## config.mk

```make
export PLATFORM = sky130hd
export DESIGN_NAME = sram_port_arbiter
export DESIGN_NICKNAME = d
export VERILOG_FILES = /design/src/rtl/nscscc_mem_pkg.sv /design/src/rtl/sram_arb_pick.sv /design/src/rtl/sram_port_arbiter.sv
export SDC_FILE = /design/constraint.sdc
export NUM_CORES = 1
export LEC_CHECK = 0
export ABC_AREA = 1
export BUFFER_PORTS_ARGS = -buffer_cell sky130_fd_sc_hd__buf_2
export CORE_MARGIN = 4
export CORE_UTILIZATION = 50
export DETAILED_ROUTE_END_ITERATION = 6
export MAX_ROUTING_LAYER = met4
export PLACE_DENSITY = 0.85
export RECOVER_POWER = 50
export SLEW_MARGIN = 10
export SYNTH_ARGS = -nofsm -noshare
export SYNTH_HDL_FRONTEND = slang
export SYNTH_SLANG_ARGS = --single-unit
```

## constraint.sdc

```tcl
create_clock -name clock -period 4.2 [get_ports clock]
set_input_delay 0.21 -clock clock [delete_from_list [all_inputs] [get_ports clock]]
set_output_delay 0.21 -clock clock [all_outputs]
set_load 0.01 [all_outputs]
```

## src/rtl/nscscc_mem_pkg.sv

```systemverilog
// Shared definitions for the NSCSCC memory slice: arbiter states, requester IDs
// and the base-RAM geometry.
package nscscc_mem_pkg;

   typedef enum logic [0:0] {
      IDLE   = 1'b0,
      ACCESS = 1'b1
   } arb_state_e;

   localparam logic REQ_D = 1'b0;
   localparam logic REQ_I = 1'b1;

   localparam int SRAM_ADDR_W = 20;
   localparam int SRAM_DATA_W = 32;

endpackage

```

## src/rtl/sram_arb_pick.sv

```systemverilog
// Grant decision for the shared SRAM port: the data port wins unless the
// instruction port has been passed over STARVE_LIMIT times in a row.
module sram_arb_pick #(
   parameter  int STARVE_LIMIT = 4,
   localparam int STV_W        = $clog2(STARVE_LIMIT + 1)
) (
   input  logic             d_valid,
   input  logic             i_valid,
   input  logic [STV_W-1:0] starve_cnt,
   output logic             grant_d,
   output logic             grant_i
);

   localparam logic [STV_W-1:0] STV_MAX = STV_W'(STARVE_LIMIT);

   logic i_starved_s;

   assign i_starved_s = i_valid & (starve_cnt == STV_MAX);
   assign grant_d     = d_valid & ~i_starved_s;
   assign grant_i     = i_valid & ~grant_d;

endmodule

```

## src/rtl/sram_port_arbiter.sv

```systemverilog
// Two-requester front end for the base-RAM wrapper: accepts one D or I access,
// holds the SRAM signals for ACCESS_CYCLES cycles and pulses the owner's response.
module sram_port_arbiter
   import nscscc_mem_pkg::*;
#(
   parameter int ADDR_W        = SRAM_ADDR_W,
   parameter int DATA_W        = SRAM_DATA_W,
   parameter int ACCESS_CYCLES = 2,
   parameter int STARVE_LIMIT  = 4
) (
   input  logic                clock,
   input  logic                reset,
   input  logic                d_req_valid,
   output logic                d_req_ready,
   input  logic [ADDR_W-1:0]   d_req_addr,
   input  logic [DATA_W-1:0]   d_req_wdata,
   input  logic                d_req_we,
   input  logic [DATA_W/8-1:0] d_req_wmask,
   output logic                d_resp_valid,
   output logic [DATA_W-1:0]   d_resp_rdata,
   input  logic                i_req_valid,
   output logic                i_req_ready,
   input  logic [ADDR_W-1:0]   i_req_addr,
   input  logic [DATA_W-1:0]   i_req_wdata,
   input  logic                i_req_we,
   input  logic [DATA_W/8-1:0] i_req_wmask,
   output logic                i_resp_valid,
   output logic [DATA_W-1:0]   i_resp_rdata,
   output logic [ADDR_W-1:0]   sram_addr,
   output logic [DATA_W-1:0]   sram_din,
   input  logic [DATA_W-1:0]   sram_dout,
   output logic                sram_en,
   output logic                sram_re,
   output logic                sram_we,
   output logic [DATA_W/8-1:0] sram_wmask,
   output logic                grant_id
);

   localparam int MASK_W = DATA_W / 8;
   localparam int ACC_W  = $clog2(ACCESS_CYCLES + 1);
   localparam int STV_W  = $clog2(STARVE_LIMIT + 1);

   localparam logic [ACC_W-1:0] ACC_LAST = ACC_W'(ACCESS_CYCLES - 1);
   localparam logic [STV_W-1:0] STV_MAX  = STV_W'(STARVE_LIMIT);

   arb_state_e          state_r;
   logic [ACC_W-1:0]    acc_cnt_r;
   logic [STV_W-1:0]    starve_cnt_r;
   logic                sram_en_r;
   logic                sram_re_r;
   logic                sram_we_r;
   logic [ADDR_W-1:0]   sram_addr_r;
   logic [DATA_W-1:0]   sram_din_r;
   logic [MASK_W-1:0]   sram_wmask_r;
   logic                grant_id_r;
   logic                d_resp_valid_r;
   logic                i_resp_valid_r;
   logic [DATA_W-1:0]   d_rdata_r;
   logic [DATA_W-1:0]   i_rdata_r;

   logic                grant_d_s;
   logic                grant_i_s;
   logic                idle_s;
   logic [ADDR_W-1:0]   sel_addr_s;
   logic [DATA_W-1:0]   sel_wdata_s;
   logic                sel_we_s;
   logic [MASK_W-1:0]   sel_mask_s;

   sram_arb_pick #(
      .STARVE_LIMIT (STARVE_LIMIT)
   ) u_pick (
      .d_valid    (d_req_valid),
      .i_valid    (i_req_valid),
      .starve_cnt (starve_cnt_r),
      .grant_d    (grant_d_s),
      .grant_i    (grant_i_s)
   );

   assign idle_s      = (state_r == IDLE);
   assign d_req_ready = idle_s & grant_d_s;
   assign i_req_ready = idle_s & grant_i_s;

   // Payload mux for the winning requester; reads drive a full-word mask.
   always_comb begin
      sel_addr_s  = d_req_addr;
      sel_wdata_s = d_req_wdata;
      sel_we_s    = d_req_we;
      sel_mask_s  = d_req_wmask;
      if (grant_i_s) begin
         sel_addr_s  = i_req_addr;
         sel_wdata_s = i_req_wdata;
         sel_we_s    = i_req_we;
         sel_mask_s  = i_req_wmask;
      end else begin
         sel_addr_s  = d_req_addr;
      end
      if (!sel_we_s) begin
         sel_mask_s = {MASK_W{1'b1}};
      end else begin
         sel_mask_s = sel_mask_s;
      end
   end

   // Access sequencer: acceptance, SRAM hold window, read capture and response pulse.
   always_ff @(posedge clock or negedge reset) begin
      if (!reset) begin
         state_r        <= IDLE;
         acc_cnt_r      <= {ACC_W{1'b0}};
         starve_cnt_r   <= {STV_W{1'b0}};
         sram_en_r      <= 1'b0;
         sram_re_r      <= 1'b0;
         sram_we_r      <= 1'b0;
         sram_addr_r    <= {ADDR_W{1'b0}};
         sram_din_r     <= {DATA_W{1'b0}};
         sram_wmask_r   <= {MASK_W{1'b0}};
         grant_id_r     <= 1'b0;
         d_resp_valid_r <= 1'b0;
         i_resp_valid_r <= 1'b0;
         d_rdata_r      <= {DATA_W{1'b0}};
         i_rdata_r      <= {DATA_W{1'b0}};
      end else begin
         d_resp_valid_r <= 1'b0;
         i_resp_valid_r <= 1'b0;
         case (state_r)
            IDLE: begin
               if (grant_d_s || grant_i_s) begin
                  state_r      <= ACCESS;
                  acc_cnt_r    <= {ACC_W{1'b0}};
                  sram_en_r    <= 1'b1;
                  sram_re_r    <= ~sel_we_s;
                  sram_we_r    <= sel_we_s;
                  sram_addr_r  <= sel_addr_s;
                  sram_din_r   <= sel_wdata_s;
                  sram_wmask_r <= sel_mask_s;
                  grant_id_r   <= grant_i_s ? REQ_I : REQ_D;
                  // I being passed over counts toward the guard; otherwise it restarts.
                  if (grant_d_s && i_req_valid) begin
                     if (starve_cnt_r != STV_MAX) begin
                        starve_cnt_r <= starve_cnt_r + {{(STV_W-1){1'b0}}, 1'b1};
                     end
                  end else begin
                     starve_cnt_r <= {STV_W{1'b0}};
                  end
               end
            end
            ACCESS: begin
               if (acc_cnt_r == ACC_LAST) begin
                  state_r   <= IDLE;
                  sram_en_r <= 1'b0;
                  sram_re_r <= 1'b0;
                  sram_we_r <= 1'b0;
                  if (grant_id_r == REQ_I) begin
                     i_resp_valid_r <= 1'b1;
                     if (!sram_we_r) begin
                        i_rdata_r <= sram_dout;
                     end
                  end else begin
                     d_resp_valid_r <= 1'b1;
                     if (!sram_we_r) begin
                        d_rdata_r <= sram_dout;
                     end
                  end
               end else begin
                  acc_cnt_r <= acc_cnt_r + {{(ACC_W-1){1'b0}}, 1'b1};
               end
            end
            default: begin
               state_r   <= IDLE;
               sram_en_r <= 1'b0;
               sram_re_r <= 1'b0;
               sram_we_r <= 1'b0;
            end
         endcase
      end
   end

   assign sram_en      = sram_en_r;
   assign sram_re      = sram_re_r;
   assign sram_we      = sram_we_r;
   assign sram_addr    = sram_addr_r;
   assign sram_din     = sram_din_r;
   assign sram_wmask   = sram_wmask_r;
   assign grant_id     = grant_id_r;
   assign d_resp_valid = d_resp_valid_r;
   assign i_resp_valid = i_resp_valid_r;
   assign d_resp_rdata = d_rdata_r;
   assign i_resp_rdata = i_rdata_r;

endmodule

```

==> results by group <==
STA
  • RSZ-0062 raised after global routing: no
  • Tcrit/Tclk final: 0.678
  • Worst slew pin tran: 2000 ps
  • Final setup violation count: 0
  • Count of final hold-check violations: 0
  • Count of pins over their slew limit: 39
  • Setup TNS: 0 ps
  • Max Clk Rate: 0.351 GHz
  • Max-Slew Margin vs Limit: -0.335
  • Min Tclk post-route: 2850 ps
  • Clk_skew: 7.13 ps

Routing
  • Routed WL: 15300 µm
  • Pre-Repair DR Iteration Count: 5
  • DR iter-0 viols: 492
  • Drt wl/cell: 13.4 µm
  • Post-route DRC: 0
  • Antenna-violating nets left: 0
  • Via/cell ratio: 4.78
  • Via count: 5468

CTS
  • CTS tree: built
  • H-tree levels: 4
  • Post-CTS sizing: 0
  • Worst-case clock buffer depth: 2
  • Clock sink total: 132
  • Cts bufs inserted: 17
  • Clock root buffer: clkbuf_16
  • Clk Latency, worst-skew pair: around 400 ps
  • CTS clk-pin slew, worst paths: 60 ps
  • Hold-fix buffers, CTS: 1
  • # Post-CTS Setup Buffers: 0

Synthesis
  • Synth Area per Inst: ~8 µm²
  • FF+latch count, synth: 132
  • Largest family of logic cells by synthesized area: simple AND/OR/NAND/NOR gates
  • Syn Nets: 873
  • Mux share of post-synthesis cell area: 0
  • Compound-gate portion of the synthesized area: 0.113
  • Post-synth design cell area: 0.00581 mm²
  • Area fraction in and, or, nand and nor cells after synthesis: 0.208
  • Mapped Cells: 720
  • Area share of fa/ha/maj cells after synthesis: 0.00646
  • Ys Warns: 0
  • Unique cell type count in the Yosys netlist: 24
  • Post-Synth XOR/XNOR Area: 0.00151
  • Sequential share of the synthesized area: 0.568

Finish
  • Area grow syn2layout: 32.0%
  • Filler cells: 1036
  • Util after Layout: 0.672
  • NumNets Final: between 1000 and 1500
  • Antenna cells: 0
  • Share of cells above drive strength 1: 0.195

GRT
  • Total global routing overflow: 0
  • Initial antenna violation count: 0
  • Tot GR Track Use: 0.231
  • Vias in the first global route: 5070
  • First-pass GRT wire length: between 20000 and 25000 µm
  • Pin count of the biggest net entering global routing: 65

Run status
  • Status: complete, but fails checks
  • Failing checks: max-capacitance violations, max-slew violations

Worst setup path
  • Critical path startpoint: reset
  • Worst r2r src: starve_cnt_r[0]
  • WS Path Type: input pin to async pin
  • Cell family with most CP delay: buffers and inverters
  • CP Max Fanout: 42
  • Levels on crit path: 3
  • Startpoint Class: input pin
  • WP data required: 4570 ps
  • Setup slack, reg-to-reg: approximately 1800 ps
  • Critical path's slowest cell: clkbuf_1
  • CP Capture Type: async pin
  • Crit-path cells: dlygate4sd3_1 -> clkbuf_1 -> clkbuf_2
  • R2r worst-path depth: 9
  • Crit-path max cell delay: 1430 ps
  • Data arrival, critical path: between 3000 and 4000 ps
  • Reg-to-reg endpoint: sram_din[24]
  • Worst path bufs/invs: 3
  • Worst setup path endpoint: sram_addr[9]

Placed design
  • Final RePlAce weighted congestion: roughly 0.84
  • Port Buf Inserts: 277
  • Post-detail-place hpwl: around 11000 µm

Flow run
  • Max-Cap Viols: 1

Floorplan
  • Die Span Y: 116 µm
  • IO Count: 278
  • Row cnt: 39
  • Core region area: between 0.01 and 0.015 mm²
  • Die Area: 0.0134 mm²
  • Die W: roughly 120 µm
  • Starting Density: 0.509

Pwr
  • P_leak: 0.00424 µW
  • Max VDD drop: about 0.37 mV
  • PwrDens: between 700 and 800 mW/mm²
  • Power Total: 5700 µW

Min path
  • HP Class: input pin to flop
  • Hold Path Stages: 3
==> sequential cells by signal, indices dropped and copies added (netlist names), 2 cells and up <==
signal	cells
sram_wmask	4
acc_cnt_r	2
sram_addr	20
d_resp_rdata	32
sram_din	32
starve_cnt_r	3
i_resp_rdata	32
==> how the worst min path moves through the flow <==
stage	to	startpoint	slack [ps]
floorplan	acc_cnt_r[0]	reset	-90
global placement	d_resp_rdata[16]	reset	200
CTS	i_resp_rdata[28]	sram_dout[28]	50
detailed placement	d_resp_rdata[11]	reset	200
global route	i_resp_rdata[13]	sram_dout[13]	70
finish	i_resp_rdata[28]	sram_dout[28]	70
==> layout by cell type, fill, tap and decap left out <==
master	instances
ha_1	3
dfrtp_1	132
o21ai_1	2
inv_1	102
clkbuf_16	17
bufinv_16	3
xor2_1	1
clkinvlp_4	3
a21oi_1	5
o21ai_0	119
inv_6	2
clkbuf_2	1
nand2_1	294
inv_8	1
o22ai_1	1
clkbuf_1	128
clkinv_2	2
clkinv_4	3
nand3_2	1
a21oi_4	1
nand2_2	3
nor2_1	12
buf_2	150
inv_2	2
nand3_1	5
buf_4	5
dlygate4sd3_1	1
o21ai_4	1
==> logic make-up after synthesis <==
group | after synthesis
AOI/OAI and AO/OA | 129
and+or+nand+nor | 315
adders and majority gates | 3
DFF | 132
buffers and inverters | 140
xor gates and xnor gates | 1
==> per-layer routing <==
layer,vias up,track usage,part of all wire
met3,18,0.0428,0.065
li1,2719,-,-
met5,-,-,0
met1,2530,0.289,0.39
met4,0,0.0657,0.014
met2,201,0.387,0.53
==> synthesized netlist by cell type (all sizes together) <==
| cell | instances | area, µm² |
|---|---|---|
| nand2 | 297 | 1120 |
| xor2 | 1 | 8.76 |
| o22ai | 1 | 6.26 |
| ha | 3 | 37.5 |
| nand3 | 6 | 35.0 |
| inv | 104 | 390 |
| clkbuf | 8 | 41.3 |
| o21ai | 122 | 614 |
| buf | 28 | 171 |
| dfrtp | 132 | 3300 |
| nor2 | 12 | 50.1 |
| a21oi | 6 | 33.8 |
==> cell type report <==
cell class,count,area [µm²],share of cell area
timing repair buffer,284,1280,0.167
clock inverter,14,178,0.0231
tap,143,179,0.0233
sequential,132,3300,0.430
multi-input combinational,448,1920,0.250
inverter,104,390,0.0508
clock buffer,18,429,0.0559
==> tightest hold or removal path, cell delays in order <==
cell and delay, ps:
buf_2 90, inv_1 60, o21ai_1 70
==> report_power, final <==
group / switching [µW] / internal [µW]
sequential: 343 / 1890
combinational: 1310 / 649
clock: 563 / 942
total: 2210 / 3480
==> per-stage QoR <==
stage	std cells	instance area, µm²	setup slack, ps	hold slack [ps]
after floorplan	720	5810	2800	-85.6
after global placement	1110	7230	1910	203
after detailed placement	1110	7230	1800	197
after CTS	1143	7850	1590	45.8
after global routing	1143	7680	770	72.1
final	1143	7680	1350	70.3
(Power assumes the default switching activity.)
